## src/rtl/vector_sequencer.sv

```systemverilog
// Endpoint FIFO feeding the line stepper: one strobe per endpoint, a settle dwell at each endpoint, beam enable per segment.
// Strobe comes 1 cycle after the head is seen with line_ready=1; overfull writes are dropped and flagged in a sticky bit.
module vector_sequencer #(
    parameter int BITS       = 16,
    parameter int DEPTH_LOG2 = 4,
    parameter int DWELL_BITS = 8
) (
    input  logic                  clk,
    input  logic                  reset,
    input  logic                  wr_strobe,
    input  logic [BITS-1:0]       wr_x,
    input  logic [BITS-1:0]       wr_y,
    input  logic                  wr_bright,
    input  logic [DWELL_BITS-1:0] dwell,
    output logic                  full,
    output logic                  overflow,
    output logic                  idle,
    input  logic                  line_ready,
    output logic                  line_strobe,
    output logic [BITS-1:0]       line_x,
    output logic [BITS-1:0]       line_y,
    output logic                  bright
);

    localparam int DEPTH = 1 << DEPTH_LOG2;
    localparam logic [DEPTH_LOG2:0] FULL_COUNT = {1'b1, {DEPTH_LOG2{1'b0}}};

    typedef enum logic [2:0] {
        S_IDLE,
        S_ISSUE,
        S_LOAD,
        S_MOVE,
        S_DWELL
    } state_t;

    state_t state, state_nxt;

    logic [BITS-1:0]       mem_x [DEPTH];
    logic [BITS-1:0]       mem_y [DEPTH];
    logic                  mem_b [DEPTH];
    logic [DEPTH_LOG2-1:0] rd_ptr, wr_ptr;
    logic [DEPTH_LOG2:0]   count;
    logic [DWELL_BITS-1:0] dwell_cnt;
    logic                  empty, push, pop, start;

    assign empty       = (count == '0);
    assign full        = (count == FULL_COUNT);
    assign idle        = (state == S_IDLE) && empty;
    assign push        = wr_strobe && !full;
    assign pop         = (state == S_ISSUE);
    assign line_strobe = (state == S_ISSUE);
    assign start       = (state == S_IDLE) && (state_nxt == S_ISSUE);

    always_comb begin
        state_nxt = state;
        case (state)
            S_IDLE:  if (!empty && line_ready) state_nxt = S_ISSUE;
            S_ISSUE: state_nxt = S_LOAD;
            // The stepper's ready still reflects the old destination here.
            S_LOAD:  state_nxt = S_MOVE;
            S_MOVE:  if (line_ready) state_nxt = S_DWELL;
            S_DWELL: if (dwell_cnt == '0) state_nxt = S_IDLE;
            default: state_nxt = S_IDLE;
        endcase
    end

    always_ff @(posedge clk) begin
        if (push) begin
            mem_x[wr_ptr] <= wr_x;
            mem_y[wr_ptr] <= wr_y;
            mem_b[wr_ptr] <= wr_bright;
        end
    end

    always_ff @(posedge clk) begin
        if (reset) begin
            state     <= S_IDLE;
            rd_ptr    <= '0;
            wr_ptr    <= '0;
            count     <= '0;
            overflow  <= 1'b0;
            line_x    <= '0;
            line_y    <= '0;
            bright    <= 1'b0;
            dwell_cnt <= '0;
        end else begin
            state <= state_nxt;
            if (push) wr_ptr <= wr_ptr + 1'b1;
            if (pop)  rd_ptr <= rd_ptr + 1'b1;
            case ({push, pop})
                2'b10:   count <= count + 1'b1;
                2'b01:   count <= count - 1'b1;
                default: count <= count;
            endcase
            if (wr_strobe && full) overflow <= 1'b1;
            // Head is stable between IDLE and ISSUE, so the outputs are valid for the whole strobe cycle.
            if (start) begin
                line_x    <= mem_x[rd_ptr];
                line_y    <= mem_y[rd_ptr];
                bright    <= mem_b[rd_ptr];
                dwell_cnt <= dwell;
            end
            if (state == S_DWELL) begin
                if (dwell_cnt != '0) dwell_cnt <= dwell_cnt - 1'b1;
                else if (empty)      bright    <= 1'b0;
            end
        end
    end

endmodule
```

## config.mk

```make
export PLATFORM = sky130hd
export DESIGN_NAME = vector_sequencer
export DESIGN_NICKNAME = d
export VERILOG_FILES = /design/src/rtl/vector_sequencer.sv
export SDC_FILE = /design/constraint.sdc
export NUM_CORES = 1
export LEC_CHECK = 0
export ABC_AREA = 1
export BUFFER_PORTS_ARGS = -buffer_cell sky130_fd_sc_hd__clkbuf_2
export CORE_MARGIN = 4
export CORE_UTILIZATION = 62
export DETAILED_ROUTE_END_ITERATION = 12
export HOLD_SLACK_MARGIN = 0.12
export PLACE_DENSITY_LB_ADDON = 0.05
export SKIP_LAST_GASP = 1
export SYNTH_ARGS = -nofsm -noshare
export SYNTH_HDL_FRONTEND = slang
export SYNTH_SLANG_ARGS = --single-unit
```

## constraint.sdc

```tcl
create_clock -name clk -period 3.14 [get_ports clk]
set_input_delay 0.314 -clock clk [delete_from_list [all_inputs] [get_ports clk]]
set_output_delay 0.314 -clock clk [all_outputs]
set_load 0.05 [all_outputs]
```

# ---- Word-level counts from Yosys, hierarchy flattened
# Memories as Yosys holds them, arrays and structs flattened. A register that Yosys moved wholly into a read port is not among the register bits.
# Index checks and enable logic that the tools add are counted.
# Widths: inputs -> output; s select.
dict set report word_totals {
  inputBits 45
  ff_bits 26
  memories 3
  word_cells 51
  ram_bits 528
}
dict set report op_classes {
  eq_ne 8
  mux 16
  reduce_logical 12
  add_sub_neg 5
}
# name depth word_bits read_ports rd_ports_with_merged_regs wr line_no
set memory_table {}
lappend memory_table {mem_x 16 16 1 1 1 38} ;# logic [BITS-1:0] mem_x [DEPTH];
lappend memory_table {mem_y 16 16 1 1 1 39} ;# logic [BITS-1:0] mem_y [DEPTH];
lappend memory_table {mem_b 16 1 1 1 1 40} ;# logic mem_b [DEPTH];
# op count
set op_table {}
lappend op_table {{$mux 8} 3}
lappend op_table {{$pmux 3 s5} 1}
lappend op_table {{$pmux 5 s2} 1}
lappend op_table {{$mux 3} 3}
lappend op_table {{$add 4x1->4 const B} 2}
lappend op_table {{$logic_not 8->1} 1}
lappend op_table {{$mux 4} 2}
lappend op_table {{$reduce_bool 8->1} 1}
lappend op_table {{$sub 8x1->8 const B} 1}
lappend op_table {{$eq 3x1->1 const B} 2}
lappend op_table {{$eq 3x2->1 const B} 2}
lappend op_table {{$mux 1} 6}
lappend op_table {{$add 5x1->5 const B} 1}
lappend op_table {{$eq 5x5->1 const B} 1}
lappend op_table {{$logic_and 1x1->1} 5}
lappend op_table {{$logic_not 5->1} 1}
lappend op_table {{$sub 5x1->5 const B} 1}
lappend op_table {{$eq 3x3->1 const B} 1}
lappend op_table {{$logic_not 3->1} 1}
lappend op_table {{$eq 2x1->1 const B} 1}
lappend op_table {{$eq 2x2->1 const B} 1}
lappend op_table {{$logic_not 1->1} 2}
lappend op_table {{$reduce_bool 2->1} 1}

# ---- Logic depth before layout (Yosys ltp)
# Gate-level depths: netlist of the first run.
dict set report depth {
  ltp_word 11
  depth_mapped 14
}

# ---- Worst setup path before layout of the first run
# OpenSTA, ideal clock, no wires.
dict set report synth_path {
  path_type {register to register}
  from {register state[1]}
  to {register count[4]}
  t_arrival_ns 3.036
  setup_time_ns 0.071
  synth_period_minus_slack_ns 3.107
  setup_slack_ns 0.033
  stages_incl_launch_ff 12
  path_cell_list {dfxtp_1 > nor3_1 > ha_1 > inv_1 > fa_1 > inv_1 > nand2_1 > a21boi_0 > o21bai_1 > nand2_1 > nand2_1 > a21oi_1}
}
dict set report synth_via {
  elab_chain_cells 3
  elab_cells_between_ends 5
}
# item line_no
set synth_lines {}
lappend synth_lines {{start, declared} 36} ;# state_t state, state_nxt;
lappend synth_lines {{start signal, assigned} 87} ;# state <= state_nxt;
lappend synth_lines {{$eq 3x1->1 *} n/a}
lappend synth_lines {{named net line_strobe} 19} ;# output logic line_strobe,
lappend synth_lines {{$eq 2x1->1 / $eq 2x2->1 (equally long branches)} 90} ;# case ({push, pop})
lappend synth_lines {{$pmux 5 s2 / $reduce_bool 2->1 (equally long branches)} n/a}
lappend synth_lines {{end signal, assigned} 91} ;# 2'b10: count <= count + 1'b1;
lappend synth_lines {{end signal, assigned} 92} ;# 2'b01: count <= count - 1'b1;
lappend synth_lines {{end signal, assigned} 93} ;# default: count <= count;
lappend synth_lines {{end, declared} 42} ;# logic [DEPTH_LOG2:0] count;
# The timed path passes the listed nets; every way through them passes the cells marked *.
# A chain may end at the register's enable or synchronous reset.

# ---- Worst setup path after layout of the first run
dict set report layout_path {
  from {register count[0]}
  to {memory mem_x[1][13], enable pin}
}
dict set report layout_via {
  elab_chain_cells 5
}
# item line_no
set layout_lines {}
lappend layout_lines {{$eq 5x5->1} 47} ;# assign full = (count == FULL_COUNT);
lappend layout_lines {{$logic_not 1->1} 49} ;# assign push = wr_strobe && !full;
lappend layout_lines {{$logic_and 1x1->1} 49}
lappend layout_lines {{$mux 1} 68} ;# if (push) begin
lappend layout_lines {{$mux 1 (not written as such)} 69} ;# mem_x[wr_ptr] <= wr_x;
lappend layout_lines {{end, declared} 38}
# No other way between the ends.

==> impl_metrics.toml, run 1 <==
[pwr]
power_density_mw_per_mm2 = 732
p_leak_nw = 11.9
max-vdd-ir-drop_uv = 562

[clocking]
clk_pin_slew_ns = 0.06
clkLatencyLatePin_ns = 0.61
root_buffer = "clkbuf_16"
post_cts_buffers = 0
h-tree-depth = 2
cts_buffers = 58
clkSinkCount = 590
cts_tree = "built"
ctsLongestPathBuffers = 3

[placed_design]
postPlaceCellArea_sq_mm = 0.0263
dpl.hpwl_mm = 32.2
io_buffer_count = 81
dp.cells = 3005
gp_congestion = 0.809

[synthesis]
synth_edf_count = 528
ys_types = 33
syn_area_per_cell_sq_um = 10.1
yosysSeqAreaShare_pct = 68.0
synth_top_area_share_pct = 63.1
yosys.area.top_type = "edfxtp_1"
synth.most_common_cell = "nand2_1"
synth_seq_cells = 590
synth_common_cells = "nand2_1, edfxtp_1, nand3_1, inv_1, nor2_1"
synthTopCellsByArea = "edfxtp_1, nand2_1, nand3_1"
syn-instance-count = 2481
syn-num-nets = 2537
syn_area_sq_mm = 0.0251
ys.warnings.count = 0
ys.flop_type = "edfxtp_1"
async_flop_share_pct = 0

[timing]
tightest_slew_ns = 0.993
fin_crit_ns = 2.37
finalSetupTns_ns = 0
fmaxAchievable_mhz = 423
max_slew_margin_pct = 33.8
hold_violations = 0
rsz0062_at_grt = "false"
slew_viol_final = 0
finalSetupViolCount = 0
skew_ns = 0.0167
post-route-period-util_pct = 75.4

[floorplan]
io_pins = 82
die_area_sq_mm = 0.0438
initial_utilization_pct = 63.0
core_area_sq_mm = 0.0399
placementRows = 73
die_h_um = 209
die_w_um = 209

[worst_setup_path]
crit_buf_inv = 2
worstPathArrival_ns = 2.68
r2r-start = "count[0]"
path_delay_family = "simple AND/OR/NAND/NOR gates"
cpMostUsedCell = "nor2_4"
rrSetupSlack_ns = 0.77
crit_type = "reg2reg"
cp_data_required_time_ns = 3.46
r2r_end = "mem_x[1][13]"
worstPathCellList = "nor2_4 -> nand4_1 -> nand2_2 -> inv_1 -> nand2_1 -> nor2_4 -> buf_12"
cp_max_fo = 18
cp_slowest_cell = "nor2_4"
cp-start-kind = "flip-flop"
rr_worst_depth = 7
endpoint_kind = "flip-flop"
critPathMaxStageDelay_ns = 0.63

[route]
drtPass1Iterations = 5
avgViaCountPerCell = 5.51
drt-total-wl_mm = 59.0
via_count = 17225
drc = 0
antenna_left = 0
drt_iter0_markers = 1668
wire_per_inst_um = 18.9

[flow_run]
drv_cap = 0

[hold_path]
hold_class = "in2reg"
worstHoldPathCells = 1
min_from = "wr_y[2]"
holdPathEnd = "mem_y[11][2]"

[layout]
final_area_sq_mm = 0.0281
drive_gt1_share_pct = 9.19
final_cells = 3125
fillers = 2954
fin_nets = 2610
area.growth.synth_to_final_pct = 11.9
utilization_pct = 70.5
n_antenna_cell = 0

[global_routing]
grt_usage_pct = 27.1
grt_start_max_net_pins = 131
grt_antenna_before_repair = 0
grt-ovfl-total = 0
grt_pass1_wl_mm = 92.6
first_global_vias = 16678

[outcome]
status = "finished, final reports clean"
[worst max-delay path by stage]
stage	startpoint	to	slack, ns	depth (start not counted)
2_1_floorplan	state[1]	count[4]	0.03	11
3_3_place_gp	count[1]	mem_y[1][6]	0.86	7
3_5_place_dp	count[0]	mem_y[1][6]	0.77	7
4_1_cts	count[0]	mem_y[1][6]	0.77	7
5_1_grt	count[0]	count[4]	0.64	13
6_report	count[0]	mem_x[1][13]	0.77	7
[per-stage QoR]
step | hold WS (ns) | setup slack, ns | total power [mW]
after global placement | 0.452 | 0.861 | 14.2
after CTS | 0.120 | 0.774 | 20.7
after detailed placement | 0.461 | 0.773 | 14.3
final | 0.141 | 0.774 | 20.6
after global routing | 0.157 | 0.638 | 21.6
after floorplan | 0.413 | 0.0329 | 13.0
[sequential cells by signal, indices dropped and copies added (netlist names), named ones only]
register and count:
bright 1, line_x 16, line_y 16, count 5, rd_ptr 4, state 3
wr_ptr 4, overflow 1, mem_x 256, mem_y 256, mem_b 16, dwell_cnt 8
[per-layer routing]
| layer | global-route usage, % | part of all wire (%) | wire length (um) | vias to the layer above |
|---|---|---|---|---|
| met5 | 0 | 0 | 0 | - |
| met4 | 8.08 | 2.6 | 1540 | 0 |
| met3 | 3.78 | 6.9 | 4060 | 114 |
| met2 | 46.3 | 49 | 29200 | 650 |
| met1 | 36.7 | 41 | 24200 | 8264 |
| li1 | - | - | - | 8197 |
[cell type report]
class | count | area, sq um | share of cell area (%)
Sequential cell | 590 | 17100 | 60.8
Multi-Input combinational cell | 1426 | 6230 | 22.2
Clock buffer | 88 | 1610 | 5.71
Inverter | 344 | 1300 | 4.63
Timing Repair Buffer | 134 | 1100 | 3.91
Tap cell | 525 | 657 | 2.33
Clock inverter | 18 | 130 | 0.463
[what timing repair did]
action,in CTS,in global routing
gates resized for setup,0,0
endpoints found under the hold margin,79,0
hold buffers,14,0
[cells in the final DEF (no fill, tap or decap), types with 2 or more instances in the layout]
| master | instances |
|---|---|
| nor2_2 | 10 |
| nand3_1 | 375 |
| dlygate4sd3_1 | 14 |
| buf_12 | 21 |
| clkbuf_1 | 27 |
| buf_4 | 18 |
| nand4_1 | 2 |
| nor2_1 | 79 |
| inv_6 | 3 |
| clkbuf_16 | 59 |
| inv_2 | 2 |
| nand2_2 | 6 |
| o21ai_1 | 2 |
| ha_1 | 10 |
| nand2_1 | 870 |
| edfxtp_1 | 528 |
| clkbuf_8 | 2 |
| a21oi_1 | 19 |
| dfxtp_2 | 2 |
| inv_4 | 2 |
| o21ai_0 | 21 |
| clkbuf_2 | 81 |
| dfxtp_1 | 58 |
| xor2_1 | 4 |
| nor2_4 | 18 |
| dfxtp_4 | 2 |
| clkinv_1 | 6 |
| inv_1 | 339 |
| clkinv_2 | 8 |
[power by group]
part           switching (mW)  internal [mW]
combinational            3.57           1.41
clock                    2.83           3.60
sequential              0.248           8.92
total                    6.66           13.9
[cells by family (layout without fill, tap and decap cells)]
| group | Yosys count | after routing | share of synthesized area [%] |
|---|---|---|---|
| and+or+nand+nor | 1365 | 1365 | 22.6 |
| xor gates and xnor gates | 5 | 5 | 0.174 |
| adders and majority gates | 11 | 11 | 0.578 |
| AOI/OAI and AO/OA | 45 | 45 | 0.931 |
| DFF | 590 | 590 | 68.0 |
| buffers and inverters | 465 | 584 | 7.65 |
Power figures use the tool's default switching activity.
==> run 2: changes to the inputs <==
CORE_UTILIZATION = 56   (was 62)
clock period = 2.08 ns   (was 3.14 ns; I/O delays follow)
==> run 2 against run 1 <==
  * Clock power increased by 58%
  * Cell count increased by 4.1%
  * Highest routed layer unchanged
  * Clock-buffer cell count decreased by 2
  * Setup slack got worse by 0.75 ns
  * Hold slack got worse by 0.0016 ns
  * Power increased by 57%
==> impl_metrics.toml, run 2 (synthesized netlist as in run 1, its figures left out) <==
[layout]
mostFrequentLayoutCells = "nand2_1, edfxtp_1, nand3_1, inv_1, clkbuf_2"
final_area_sq_mm = 0.0292
reg_top3 = "mem_x: 256 flops, mem_y: 256 flops"
utilization_pct = 65.8
layout_commonest_cell = "nand2_1"
area.growth.synth_to_final_pct = 16.1
fin_nets = 2667
drive_gt1_share_pct = 10.8

[timing]
hold_violations = 0
fmaxAchievable_mhz = 487
rsz0062_at_grt = "true"
finalSetupViolCount = 0
fin_crit_ns = 2.05
tightest_slew_ns = 0.563
slew_viol_final = 0
post-route-period-util_pct = 98.7
skew_ns = 0.0111
max_slew_margin_pct = 62.4

[worst_setup_path]
crit_type = "reg2reg"
cp_max_fo = 18
cp-start-kind = "flip-flop"
r2r-start = "count[3]"
r2r_end = "mem_y[0][3]"
worstPathArrival_ns = 2.36
endpoint_kind = "flip-flop"
rrSetupSlack_ns = 0.03
cp_data_required_time_ns = 2.39
rr_worst_depth = 8

[clocking]
ctsLongestPathBuffers = 3
clkSinkCount = 590
cts_tree = "built"
h-tree-depth = 2
clk_pin_slew_ns = 0.06
root_buffer = "clkbuf_16"
post_cts_buffers = 0
cts_buffers = 59
clkLatencyLatePin_ns = 0.61

[placed_design]
io_buffer_count = 81
gp_congestion = 0.844
postPlaceCellArea_sq_mm = 0.0269
dpl.hpwl_mm = 38.5

[floorplan]
placementRows = 77
initial_utilization_pct = 56.7
die_h_um = 220
core_area_sq_mm = 0.0443
die_w_um = 220
die_area_sq_mm = 0.0483
io_pins = 82

[global_routing]
grt_start_max_net_pins = 72
first_global_vias = 16956
grt_pass1_wl_mm = 96.7
grt_usage_pct = 26.3
grt_antenna_before_repair = 0
grt-ovfl-total = 0

[pwr]
p_sw_mw = 10.5
combPwrFrac_pct = 25.9
p_seq_share_pct = 42.7
switching_share_pct = 32.4
power_density_mw_per_mm2 = 1110
pwr-share-clk_pct = 31.5
p_int_mw = 21.8
p_leak_nw = 12.3
max-vdd-ir-drop_uv = 892

[route]
wire_per_inst_um = 19.5
drt-total-wl_mm = 63.4
drt_iter0_markers = 1681
via_count = 17294
drc = 0
drtPass1Iterations = 6
avgViaCountPerCell = 5.31
antenna_left = 0

[hold_path]
min_from = "wr_y[3]"
hold_class = "in2reg"
worstHoldPathCells = 1
holdPathEnd = "mem_y[10][3]"

[flow_run]
drv_cap = 0

[outcome]
status = "finished, final reports clean"
run 2: cell types whose count changed in the layout (fill, tap and decap cells not counted), moves of 2 or more:
cell / before / now
buf_12: 21 / 44
dlygate4sd3_1: 14 / 36
buf_4: 18 / 27
clkbuf_1: 27 / 19
clkbuf_8: 2 / 6
clkinv_1: 6 / 10
clkbuf_16: 59 / 62
clkinvlp_4: 0 / 3
clkinv_2: 8 / 10
inv_6: 3 / 1
run 2: repair_timing:
| item | CTS | global route |
|---|---|---|
| hold buffers | 36 | 0 |
| resized for setup | 0 | 6 |
| hold endpoints to repair | 286 | 0 |
| setup endpoints to repair | 0 | 213 |
run 2: power groups by stage:
stage	Clock [mW]	Combinational, mW	Sequential [mW]
2_1_floorplan	0	4.86	14.8
3_3_place_gp	0	8.07	14.0
3_5_place_dp	0	8.15	14.0
4_1_cts	10.4	8.26	13.8
5_1_grt	10.8	9.17	13.8
6_report	10.2	8.34	13.8
run 2: worst max-delay path by stage:
| stage | from | to | slack, ns | depth (start not counted) |
|---|---|---|---|---|
| floorplan | count[0] | mem_b[0] | -0.16 | 6 |
| global placement | count[3] | mem_y[0][5] | 0.09 | 8 |
| detailed placement | count[3] | mem_x[1][12] | 0.05 | 8 |
| CTS | count[3] | mem_x[1][12] | 0.02 | 8 |
| global route | state[1] | dwell_cnt[4] | -0.05 | 10 |
| finish | count[3] | mem_y[0][3] | 0.03 | 8 |
run 2: cell type report:
cell class              instances  area, sq um
clock inverters                25          170
clock buffers                  86         1680
multi-input cells            1426         6270
diodes                          1         2.50
well taps                     592          741
flip-flops and latches        590        17100
repair buffers                190         1900
fillers                      3492        15100
inverters                     344         1300
run 2: per-stage QoR:
step | cells | TNS [ns] | hold WS, ns | total power [mW] | worst slack [ns]
4_1_cts | 3252 | 0 | 0.121 | 32.4 | 0.0225
6_report | 3254 | 0 | 0.140 | 32.3 | 0.0280
5_1_grt | 3253 | -4.02 | 0.131 | 33.8 | -0.0532
3_3_place_gp | 3105 | 0 | 0.476 | 22.1 | 0.0937
2_1_floorplan | 2481 | -74.34 | 0.307 | 19.7 | -0.161
3_5_place_dp | 3105 | 0 | 0.465 | 22.2 | 0.0537
run 2: critical path: stages (launching register included):
cell	delay [ns]
dfxtp_1	0.41
nor2_4	0.06
nand4_1	0.10
nand2_2	0.09
buf_4	0.17
inv_1	0.14
nand2_1	0.30
nor2_4	0.27
buf_12	0.21
run 2: routing by layer:
layer	routed length (um)	track usage [%]	vias up
met5	0	0	-
met3	3600	3.19	125
li1	-	-	8307
met4	2330	9.46	0
met2	32400	46.6	564
met1	25100	33.5	8298
